`config.mk`:
```
export PLATFORM = sky130hd
export DESIGN_NAME = mem_access_tracer
export DESIGN_NICKNAME = d
export VERILOG_FILES = /design/src/rtl/mem_access_tracer_pkg.sv /design/src/rtl/mem_access_tracer_ring_fifo.sv /design/src/rtl/mem_access_tracer.sv
export SDC_FILE = /design/constraint.sdc
export NUM_CORES = 1
export LEC_CHECK = 0
export ABC_AREA = 1
export BUFFER_PORTS_ARGS = -buffer_cell sky130_fd_sc_hd__buf_2
export CORE_ASPECT_RATIO = 0.9
export CORE_MARGIN = 2
export CORE_UTILIZATION = 50
export DETAILED_ROUTE_END_ITERATION = 8
export PLACE_DENSITY = 0.7
export SETUP_SLACK_MARGIN = 0.15
export SLEW_MARGIN = 40
export SYNTH_ARGS = -nofsm -noshare
export SYNTH_HDL_FRONTEND = slang
export SYNTH_SLANG_ARGS = --single-unit
export TNS_END_PERCENT = 10
```
`constraint.sdc`:
```
create_clock -name clk -period 6.6 [get_ports clk]
set_input_delay 0.99 -clock clk [delete_from_list [all_inputs] [get_ports clk]]
set_output_delay 0.99 -clock clk [all_outputs]
set_load 0.005 [all_outputs]
```
`src/rtl/mem_access_tracer_pkg.sv`:
```
// Shared definitions for the data-memory access tracer: access kind codes and
// the layout of a packed trace record {kind, addr, data, ts} (kind in the MSBs).
package mem_trace_pkg;

   localparam logic [1:0] KIND_RD = 2'b01;
   localparam logic [1:0] KIND_WR = 2'b10;
   localparam logic [1:0] KIND_RW = 2'b11;

   // Total width of one packed record.
   function automatic int rec_w(input int aw, input int dw, input int tw);
      return 2 + aw + dw + tw;
   endfunction

   // Field offsets (LSB positions) inside a packed record.
   function automatic int ts_lsb();
      return 0;
   endfunction

   function automatic int data_lsb(input int tw);
      return tw;
   endfunction

   function automatic int addr_lsb(input int dw, input int tw);
      return tw + dw;
   endfunction

   function automatic int kind_lsb(input int aw, input int dw, input int tw);
      return tw + dw + aw;
   endfunction

endpackage

```
`src/rtl/mem_access_tracer_ring_fifo.sv`:
```
// Ring buffer holding trace records. The count register runs 0..DEPTH, so full
// and empty stay distinct. When overwrite is set, a push into a full buffer
// replaces the oldest entry instead of being refused. The head entry is read
// combinationally.
module trace_ring_fifo #(
   parameter int WIDTH = 8,
   parameter int DEPTH = 16
) (
   input  logic                     clk,
   input  logic                     reset,
   input  logic                     push,
   input  logic                     pop,
   input  logic                     overwrite,
   input  logic [WIDTH-1:0]         din,
   output logic [WIDTH-1:0]         dout,
   output logic                     empty,
   output logic                     full,
   output logic [$clog2(DEPTH):0]   count
);

   localparam int PTR_W = $clog2(DEPTH);
   localparam int CNT_W = PTR_W + 1;

   logic [WIDTH-1:0] mem [DEPTH];
   logic [PTR_W-1:0] wr_ptr;
   logic [PTR_W-1:0] rd_ptr;
   logic             do_pop;
   logic             push_acc;
   logic             rd_adv;

   // Decide which operations actually happen this cycle. A push into a full
   // buffer is accepted if a pop frees the slot or overwrite is allowed; an
   // overwrite without a pop advances the read pointer past the lost entry.
   always_comb begin
      do_pop   = pop & ~empty;
      push_acc = push & (~full | do_pop | overwrite);
      rd_adv   = do_pop | (push_acc & full & ~do_pop);
   end

   // Pointer and occupancy state.
   always_ff @(posedge clk) begin
      if (reset) begin
         wr_ptr <= '0;
         rd_ptr <= '0;
         count  <= '0;
      end else begin
         if (push_acc) wr_ptr <= wr_ptr + 1'b1;
         if (rd_adv)   rd_ptr <= rd_ptr + 1'b1;
         count <= count + CNT_W'(push_acc) - CNT_W'(rd_adv);
      end
   end

   // Record storage; contents need no reset because count gates visibility.
   always_ff @(posedge clk) begin
      if (push_acc) mem[wr_ptr] <= din;
   end

   // Status flags and combinational head read.
   always_comb begin
      empty = (count == '0);
      full  = (count == CNT_W'(DEPTH));
      dout  = mem[rd_ptr];
   end

endmodule

```
`src/rtl/mem_access_tracer.sv`:
```
// Data-memory access tracer: detects rising edges of the access strobe, filters
// by address window and pushes {kind, addr, data, ts} records into a ring
// buffer drained over a valid/ready port.
// Handshake: out_valid is high whenever a record is held; out_* show the head
// record and stay stable while out_valid & ~out_ready; the head is consumed on
// the rising clock edge where out_valid & out_ready are both high.
module mem_access_tracer
   import mem_trace_pkg::*;
#(
   parameter int ADDR_W = 32,
   parameter int DATA_W = 32,
   parameter int DEPTH  = 16,
   parameter int TS_W   = 16,
   parameter int DROP_W = 8
) (
   input  logic                    clk,
   input  logic                    reset,
   input  logic [ADDR_W-1:0]       addr,
   input  logic [DATA_W-1:0]       wdata,
   input  logic [DATA_W-1:0]       rdata,
   input  logic                    read,
   input  logic                    write,
   input  logic                    pulse,
   input  logic                    enable,
   input  logic                    wrap_mode,
   input  logic                    clear,
   input  logic [ADDR_W-1:0]       win_lo,
   input  logic [ADDR_W-1:0]       win_hi,
   output logic                    out_valid,
   input  logic                    out_ready,
   output logic [1:0]              out_kind,
   output logic [ADDR_W-1:0]       out_addr,
   output logic [DATA_W-1:0]       out_data,
   output logic [TS_W-1:0]         out_ts,
   output logic [$clog2(DEPTH):0]  count,
   output logic                    overflow,
   output logic [DROP_W-1:0]       dropped
);

   localparam int REC_W  = rec_w(ADDR_W, DATA_W, TS_W);
   localparam int TS_L   = ts_lsb();
   localparam int DATA_L = data_lsb(TS_W);
   localparam int ADDR_L = addr_lsb(DATA_W, TS_W);
   localparam int KIND_L = kind_lsb(ADDR_W, DATA_W, TS_W);

   logic              pulse_q;
   logic              ev;
   logic              in_win;
   logic              capture;
   logic              pop;
   logic              flush;
   logic [TS_W-1:0]   ts;
   logic [1:0]        kind;
   logic [DATA_W-1:0] data_sel;
   logic [REC_W-1:0]  rec_in;
   logic [REC_W-1:0]  rec_out;
   logic              fifo_empty;
   logic              fifo_full;

   // Free-running timestamp; only reset clears it, clear leaves it running.
   always_ff @(posedge clk) begin
      if (reset) ts <= '0;
      else       ts <= ts + 1'b1;
   end

   // Strobe history; reset value 1 so a strobe held high across reset never captures.
   always_ff @(posedge clk) begin
      if (reset) pulse_q <= 1'b1;
      else       pulse_q <= pulse;
   end

   // Edge detect, address filter and record assembly from the bus in the edge cycle.
   always_comb begin
      ev       = pulse & ~pulse_q;
      in_win   = (addr >= win_lo) && (addr <= win_hi);
      capture  = ev & enable & (read | write) & in_win;
      kind     = {write, read};
      data_sel = write ? wdata : rdata;
      rec_in   = {kind, addr, data_sel, ts};
      pop      = ~fifo_empty & out_ready;
      flush    = reset | clear;
   end

   trace_ring_fifo #(
      .WIDTH (REC_W),
      .DEPTH (DEPTH)
   ) u_fifo (
      .clk       (clk),
      .reset     (flush),
      .push      (capture),
      .pop       (pop),
      .overwrite (wrap_mode),
      .din       (rec_in),
      .dout      (rec_out),
      .empty     (fifo_empty),
      .full      (fifo_full),
      .count     (count)
   );

   // Loss accounting at full: stop mode counts refused records, wrap mode flags an overwrite.
   always_ff @(posedge clk) begin
      if (flush) begin
         overflow <= 1'b0;
         dropped  <= '0;
      end else if (capture & fifo_full & ~pop) begin
         if (wrap_mode)      overflow <= 1'b1;
         else if (~&dropped) dropped  <= dropped + 1'b1;
      end
   end

   // Head record fields, forced to zero while the buffer is empty.
   always_comb begin
      out_valid = ~fifo_empty;
      out_kind  = '0;
      out_addr  = '0;
      out_data  = '0;
      out_ts    = '0;
      if (!fifo_empty) begin
         out_kind = rec_out[KIND_L +: 2];
         out_addr = rec_out[ADDR_L +: ADDR_W];
         out_data = rec_out[DATA_L +: DATA_W];
         out_ts   = rec_out[TS_L +: TS_W];
      end
   end

endmodule
```
== Word-level counts from Yosys, hierarchy flattened ==
Memory sizes are Yosys's and may differ from the RTL's. A register that Yosys moved wholly into a read port is not among the register bits.
Index checks and enable logic that the tools add are counted.
W data, S select, Z words.

* Output and inout bits: 97
* Memories: 1
* Register bits after elaboration: 39
* Word-level logic and storage cells: 54
* RAM bits: 1312
* Input port bits: 169

* Reductions and logical operators: 5
* Bitwise gates (word level): 23
* Magnitude comparators: 2
* Muxes and demuxes: 9
* Add/subtract/negate cells: 6
* Equal/unequal tests: 1

{| class="wikitable"
|+ Memories
! name !! words !! bits a word !! read ports !! clocked after Yosys merged registers in !! wr ports !! RTL line !! RTL
|-
| u_fifo.mem || 16 || 82 || 1 || 1 || 1 || mem_access_tracer_ring_fifo.sv:24 || <nowiki>logic [WIDTH-1:0] mem [DEPTH];</nowiki>
|}

{| class="wikitable"
|+ Operator list
! kind !! number
|-
| $mux W32 || 3
|-
| $ge A32 B32 Y1 || 1
|-
| $le A32 B32 Y1 || 1
|-
| $add A16 B1 Y16 const B || 1
|-
| $mux W16 || 1
|-
| $and A1 B1 Y1 || 11
|-
| $add A4 B1 Y4 const B || 2
|-
| $add A8 B1 Y8 const B || 1
|-
| $mux W4 || 2
|-
| $reduce_and A8 Y1 || 1
|-
| $not A1 Y1 || 7
|-
| $add A5 B1 Y5 || 1
|-
| $eq A5 B5 Y1 const B || 1
|-
| $logic_not A5 Y1 || 1
|-
| $or A1 B1 Y1 || 5
|-
| $sub A5 B1 Y5 || 1
|-
| $reduce_and A3 Y1 || 1
|-
| $mux W1 || 2
|-
| $mux W2 || 1
|-
| $reduce_and A2 Y1 || 1
|-
| $logic_and A1 B1 Y1 || 1
|}

== Depth between registers and ports, before layout ==
Gate-level depths: netlist of the first run.

* Depth in word-level cells: 12
* Mapped depth: 26
* Gate-level depth less buffers: 26

== By module ==
Synthesis of the first run repeated with hierarchy kept, for this count alone.

* Cell total of the unflattened synthesis: 5009
* Area total of the unflattened synthesis: 58406.0 um^2

{| class="wikitable"
|+ By module, submodules not included
! module !! sequential area each (um^2) !! instances !! cells an instance !! area each (um^2)
|-
| trace_ring_fifo || 39738.1 || 1 || 4258 || 54305.8
|-
| mem_access_tracer || 520.5 || 1 || 751 || 4100.2
|}

== Worst setup path before layout of the first run ==
No wires, ideal clock.

* Path kind: input -> register
* Start point: input win_hi[31]
* End point: memory u_fifo.mem[0][0] (netlist name) (enable)
* Path slack: 0.331 ns
* Cell stages on the path: 13
* Arrival time: 5.746 ns
* Buffers on the path: 0
* Data required time: 6.077 ns
* Setup time: 0.523 ns
* Cell sequence: inv_1 > ha_1 > nand2_1 > nor2_1 > and2_1 > inv_2 > nor2_1 > nand3_1 > inv_1 > a21oi_2 > nor3_4 > nand2_1 > nor2_1

* Longest elaborated chain between the ends: 6

{| class="wikitable"
|+ RTL lines
! element !! RTL line !! RTL
|-
| start: declaration || mem_access_tracer.sv:28 || <nowiki>input logic [ADDR_W-1:0] win_hi,</nowiki>
|-
| $le A32 B32 Y1 || mem_access_tracer.sv:75 || <nowiki>in_win = (addr >= win_lo) && (addr <= win_hi);</nowiki>
|-
| $logic_and A1 B1 Y1 || mem_access_tracer.sv:75 ||
|-
| $and A1 B1 Y1 || mem_access_tracer.sv:76 || <nowiki>capture = ev & enable & (read | write) & in_win;</nowiki>
|-
| $and A1 B1 Y1 || mem_access_tracer_ring_fifo.sv:36 || <nowiki>push_acc = push & (~full | do_pop | overwrite);</nowiki>
|-
| via u_fifo.push_acc || mem_access_tracer_ring_fifo.sv:28 || <nowiki>logic push_acc;</nowiki>
|-
| $mux W1 || mem_access_tracer_ring_fifo.sv:55 || <nowiki>if (push_acc) mem[wr_ptr] <= din;</nowiki>
|-
| $mux W1 (not written as such) || mem_access_tracer_ring_fifo.sv:55 ||
|-
| end: declaration || mem_access_tracer_ring_fifo.sv:24 ||
|}

The timed path passes the listed nets, and every way through them passes these cells.

==> results of run 1 <==
## layer usage
metal	GRT usage, %	share of wire, %	up-vias
met5	0	0.019	-
met4	7.94	2.6	4
met3	3.88	8.5	256
met2	38.9	47	1682
met1	33.7	42	17400
li1	-	-	15900
## power by group
group / switching, W / internal [W] / total, W
registers: 0.0000950 / 0.00946 / 0.00956
logic: 0.00281 / 0.00119 / 0.00400
clock network: 0.00318 / 0.00398 / 0.00716
total: 0.00608 / 0.0146 / 0.0207
## critical path: stages (launching register included)
cell      delay [ps]
dfxtp_4          480
inv_8            600
buf_4            570
o21ai_0          180
o221ai_1         210
o211ai_1         120
a21oi_1          420
buf_2            200
## worst paths after layout
kind                                    from                          end  slack (ps)  cells past startpoint
hold / removal         overflow$_SDFFE_PP0P_        overflow$_SDFFE_PP0P_         460                      2
setup reg to reg  u_fifo.count[2]$_SDFF_PP0_  u_fifo.mem[0][39]$_DFFE_PP_        3100                     13
hold reg to reg        overflow$_SDFFE_PP0P_        overflow$_SDFFE_PP0P_         460                      2
setup / recovery                    register                 out_addr[17]        1990                      7
## area by class of cell
type	count	share of cell area, %
flip-flops and latches	1355	65.3
multi-input cells	2311	20.8
well taps	1450	2.94
clock inverters	59	0.726
repair buffers	330	3.43
diodes	1	0.00405
inverters	136	0.876
clock buffers	185	5.96
## flip-flops by register name, summed over array words and instances, names as in the netlist, named ones only
name	count
pulse_q	1
u_fifo.count	5
dropped	8
u_fifo.rd_ptr	4
ts	16
overflow	1
u_fifo.mem	1312
u_fifo.wr_ptr	4
## cells by family after synthesis
kind of cell | count (synthesis)
flip-flops | 1355
AO/OA/AOI/OAI | 1249
multiplexers | 32
buffers and inverters | 420
AND/OR/NAND/NOR | 947
adder cells (fa/ha/maj) | 78
XOR/XNOR | 5
## cell usage in the layout, fill, tap and decap left out, types with 8 or more instances in the layout
| cell | instances |
|---|---|
| edfxtp_1 | 1312 |
| nor2_1 | 704 |
| o21ai_0 | 670 |
| buf_2 | 264 |
| o221ai_1 | 229 |
| clkbuf_16 | 138 |
| a21oi_1 | 135 |
| inv_1 | 125 |
| nand2_1 | 106 |
| o22ai_1 | 99 |
| o211ai_1 | 99 |
| nand3_1 | 84 |
| ha_1 | 77 |
| clkbuf_1 | 42 |
| dfxtp_1 | 39 |
| buf_4 | 36 |
| mux2_2 | 32 |
| clkinv_1 | 23 |
| buf_12 | 21 |
| nor2_4 | 20 |
| clkinv_2 | 19 |
| nand4_1 | 10 |
| nor3_1 | 9 |
| buf_6 | 8 |
## stage by stage
| step | cells | total power (W) | hold slack [ps] |
|---|---|---|---|
| floorplan | 4086 | 0.0119 | 447 |
| global placement | 5579 | 0.0137 | 455 |
| detailed placement | 5581 | 0.0137 | 457 |
| CTS | 5825 | 0.0208 | 455 |
| global route | 5826 | 0.0215 | 465 |
| finish | 5827 | 0.0207 | 464 |
==> results.yml, run 1 <==
cts:
  cts_root_buf: "clkbuf_16"
  clkLatencyLatePin_ps: 750
  cts_tree: "built"
  postCtsSetupBuffers: 0
  ctsHoldBuffers: 0
  cts_buffers: 135
  cts.sinks: 1355
  clk_pin_slew_ps: 60
  cts_buffer_depth: 3
  cts_resized: 0
  htreeDepth: 4
setup_path:
  start_kind: "register"
  critPathKind: "reg -> out"
  cp.required_ps: 5610
  endpoint_kind: "primary output"
  worstPathArrival_ps: 3620
  path_max_fanout: 129
logic_synthesis:
  ys_ff_latch: 1355
  synth_area_leader_cell: "edfxtp_1"
  yosys_warnings: 0
  ys_top_cells_by_count: "edfxtp_1 (1,312), nor2_1 (721), o21ai_0 (670)"
  syn-num-nets: 4333
  ys.flop_type: "edfxtp_1"
  synthTopCellsByArea: "edfxtp_1 (72%), o21ai_0 (6.1%), nor2_1 (5.0%), o221ai_1 (3.7%), ha_1 (1.8%)"
  synth_area_um2: 54600
  synth_top_area_share_pct: 72.2
  synth.most_common_cell: "edfxtp_1"
  synth-simple-area-share_pct: 6.95
  synth-xor-area-share_pct: 0.0802
  synth_edf_count: 1312
  yosys.cell_types.count: 39
  synth_compound_area_share_pct: 13.8
  synthArstFlopShare_pct: 0
  synth.mux.area_fraction_pct: 0.660
  synthCells: 4086
  syn_avg_cell_area_um2: 13.4
  synthAdderAreaFrac_pct: 1.80
  synth_top_family_by_area: "compound AO/OA/AOI/OAI gates"
  ys_seq_area_share_pct: 73.8
outcome:
  status: "finished clean"
sta:
  slew_headroom_pct: 37.8
  slew_violations: 0
  worst_slack_ps: 1990
  finClkSkew_ps: 28.2
  worst_pin_slew_ps: 933
  setup_violations: 0
  period_share_pct: 69.8
  finalSetupTns_ps: 0
  hold_viol: 0
  post-route-min-period_ps: 4610
  max_freq_mhz: 217
  rsz0062_at_grt: "no"
power:
  cellLeakagePower_nw: 20.4
  p_per_area_nw_per_um2: 336
  ir_worst_vdd_mv: 0.554
global_route:
  track_usage_pct: 24.1
  antenna_found_initial: 3
  grt_pass1_vias: 34200
  grt_pass1_wl_mm: 207
  grt_overflow_total: 0
  grt_max_degree: 160
route:
  wire_per_inst_um: 23.6
  first_pass_iters: 5
  vias_per_cell: 6.05
  vias: 35200
  ant_nets: 0
  drt-initial-drc-count: 4159
  routed_wl_mm: 137
  drc: 0
final_layout:
  regArea_um2: 40300
  fin_nets: 4516
  n_fill_cell: 8428
  synthToLayoutAreaGrowth_pct: 13.1
  post_route_cells_drive_above_1_share_pct: 13.4
  fin_area_um2: 61700
  utilization_pct: 57.2
  multi_input_area_um2: 12800
placement:
  io_buffer_count: 265
  preCtsSetupSlack_ps: 1570
  dp_hpwl_mm: 68.4
  placed_area_um2: 57600
  gp_congestion: 0.775
die:
  fp-row-count: 114
  initial_utilization_pct: 50.6
  dieArea_um2: 112000
  die-width_um: 352
  io_pins: 266
  die_h_um: 317
  core_area_um2: 108000
worst_hold_path:
  hp-class: "reg -> reg"
job:
  drv_cap: 0
No activity file was read; power rests on OpenSTA's default activity.
==> run 2, diff against run 1 <==
--- a/config.mk
+++ b/config.mk
@@ -11,7 +11,7 @@
 export CORE_MARGIN = 2
 export CORE_UTILIZATION = 50
 export DETAILED_ROUTE_END_ITERATION = 8
-export PLACE_DENSITY = 0.7
+export PLACE_DENSITY = 0.67
 export SETUP_SLACK_MARGIN = 0.15
 export SLEW_MARGIN = 40
 export SYNTH_ARGS = -nofsm -noshare
==> constraint.sdc (replaced) <==
create_clock -name clk -period 4.6 [get_ports clk]
set_input_delay 0.69 -clock clk [delete_from_list [all_inputs] [get_ports clk]]
set_output_delay 0.69 -clock clk [all_outputs]
set_load 0.005 [all_outputs]
==> results.yml, run 2 (synthesis results as in run 1) <==
sta:
  worst_pin_slew_ps: 847
  rsz0062_at_grt: "no"
  finClkSkew_ps: 34.4
  worst_slack_ps: 430
  slew_violations: 0
  setup_violations: 0
  finalSetupTns_ps: 0
  fin_hold_ws_ps: 201
  slew_headroom_pct: 43.6
  post-route-min-period_ps: 4170
  period_share_pct: 90.7
  hold_viol: 0
  max_freq_mhz: 240
power:
  p_per_area_nw_per_um2: 484
  power_w: 0.0303
  cellLeakagePower_nw: 20.8
  ir_worst_vdd_mv: 0.919
cts:
  cts_root_buf: "clkbuf_16"
  cts_resized: 0
  postCtsSetupBuffers: 0
  ctsHoldBuffers: 0
  clkLatencyLatePin_ps: 760
  clk_pin_slew_ps: 60
  htreeDepth: 4
  cts_buffer_depth: 3
  cts.sinks: 1355
  cts_tree: "built"
  cts_buffers: 139
die:
  initial_utilization_pct: 50.6
  die_h_um: 317
  fp-row-count: 114
  io_pins: 266
  die-width_um: 352
  core_area_um2: 108000
  dieArea_um2: 112000
global_route:
  grt_pass1_wl_mm: 209
  track_usage_pct: 24.6
  grt_pass1_vias: 33900
  grt_overflow_total: 0
  grt_max_degree: 163
  antenna_found_initial: 3
setup_path:
  endpoint_kind: "primary output"
  start_kind: "register"
  path_max_fanout: 75
  cp.required_ps: 3910
  worstPathArrival_ps: 3480
  critPathKind: "reg -> out"
route:
  drc: 0
  vias: 35300
  first_pass_iters: 6
  vias_per_cell: 6.02
  wire_per_inst_um: 24.0
  drt-initial-drc-count: 4116
  routed_wl_mm: 141
  ant_nets: 0
final_layout:
  largest_reg_flops: 1312
  layout_commonest_cell: "edfxtp_1"
  reg_top3: "u_fifo.mem x1312, ts x16, dropped x8"
  top_register: "u_fifo.mem"
  synthToLayoutAreaGrowth_pct: 14.7
  fin_nets: 4556
  antenna_cells: 0
  utilization_pct: 58.1
  most-common-layout-cells: "edfxtp_1 (1,312), nor2_1 (703), o21ai_0 (670), buf_2 (264), o221ai_1 (229)"
  post_route_cells_drive_above_1_share_pct: 14.1
worst_hold_path:
  hp-class: "in -> reg"
placement:
  io_buffer_count: 265
  preCtsSetupSlack_ps: 222
  gp_congestion: 0.770
  dp_hpwl_mm: 72.8
job:
  drv_cap: 0
outcome:
  status: "finished clean"
-- run 2: cell count changes in the layout (fill, tap and decap cells not counted), sizes merged --
cell,previous run,this run
buf,330,366
bufinv,1,6
clkinvlp,2,0
clkinv,48,49
diode,1,0
inv,144,145
-- run 2: critical path: stages, from the launching register on --
cell      delay, ps
dfxtp_4         720
buf_4           670
o21ai_0         250
o221ai_1        300
o211ai_1        140
a21oi_1         410
buf_2           200
-- run 2: worst paths after layout --
path                              startpoint                    endpoint  slack [ps]  cells past startpoint
setup / recovery                    register                out_addr[16]         430                      6
hold / removal                         pulse          pulse_q$_SDFF_PP1_         200                      3
setup reg to reg  u_fifo.count[2]$_SDFF_PP0_  u_fifo.count[4]$_SDFF_PP0_        1570                     19
hold reg to reg        overflow$_SDFFE_PP0P_       overflow$_SDFFE_PP0P_         450                      2
-- run 2: per-stage QoR --
stage	cell area (um^2)	instances
2_1_floorplan	54600	4086
3_3_place_gp	58300	5618
3_5_place_dp	58300	5618
4_1_cts	62600	5867
5_1_grt	62600	5867
6_report	62600	5867
-- run 2: where the power goes --
part           internal, W  leakage (nW)  switching [W]
sequential          0.0136          12.1       0.000110
combinational      0.00179          6.64        0.00409
clock              0.00608          2.10        0.00464
-- run 2: metal layers --
layer / share of wire (%) / GRT usage (%) / vias to the layer above
li1: - / - / 15900
met1: 42 / 34.6 / 17500
met2: 47 / 39.6 / 1633
met3: 8.8 / 4.44 / 214
met4: 2.2 / 7.06 / 2
met5: 0.0071 / 0 / -
-- run 2: layout make-up --
cell class / instances / area (um^2)
Fill cell: 8511 / 45200
Multi-Input combinational cell: 2311 / 12800
Clock inverter: 64 / 564
Tap cell: 1450 / 1810
Sequential cell: 1355 / 40300
Clock buffer: 185 / 3730
Timing Repair Buffer: 366 / 2840
Inverter: 136 / 531
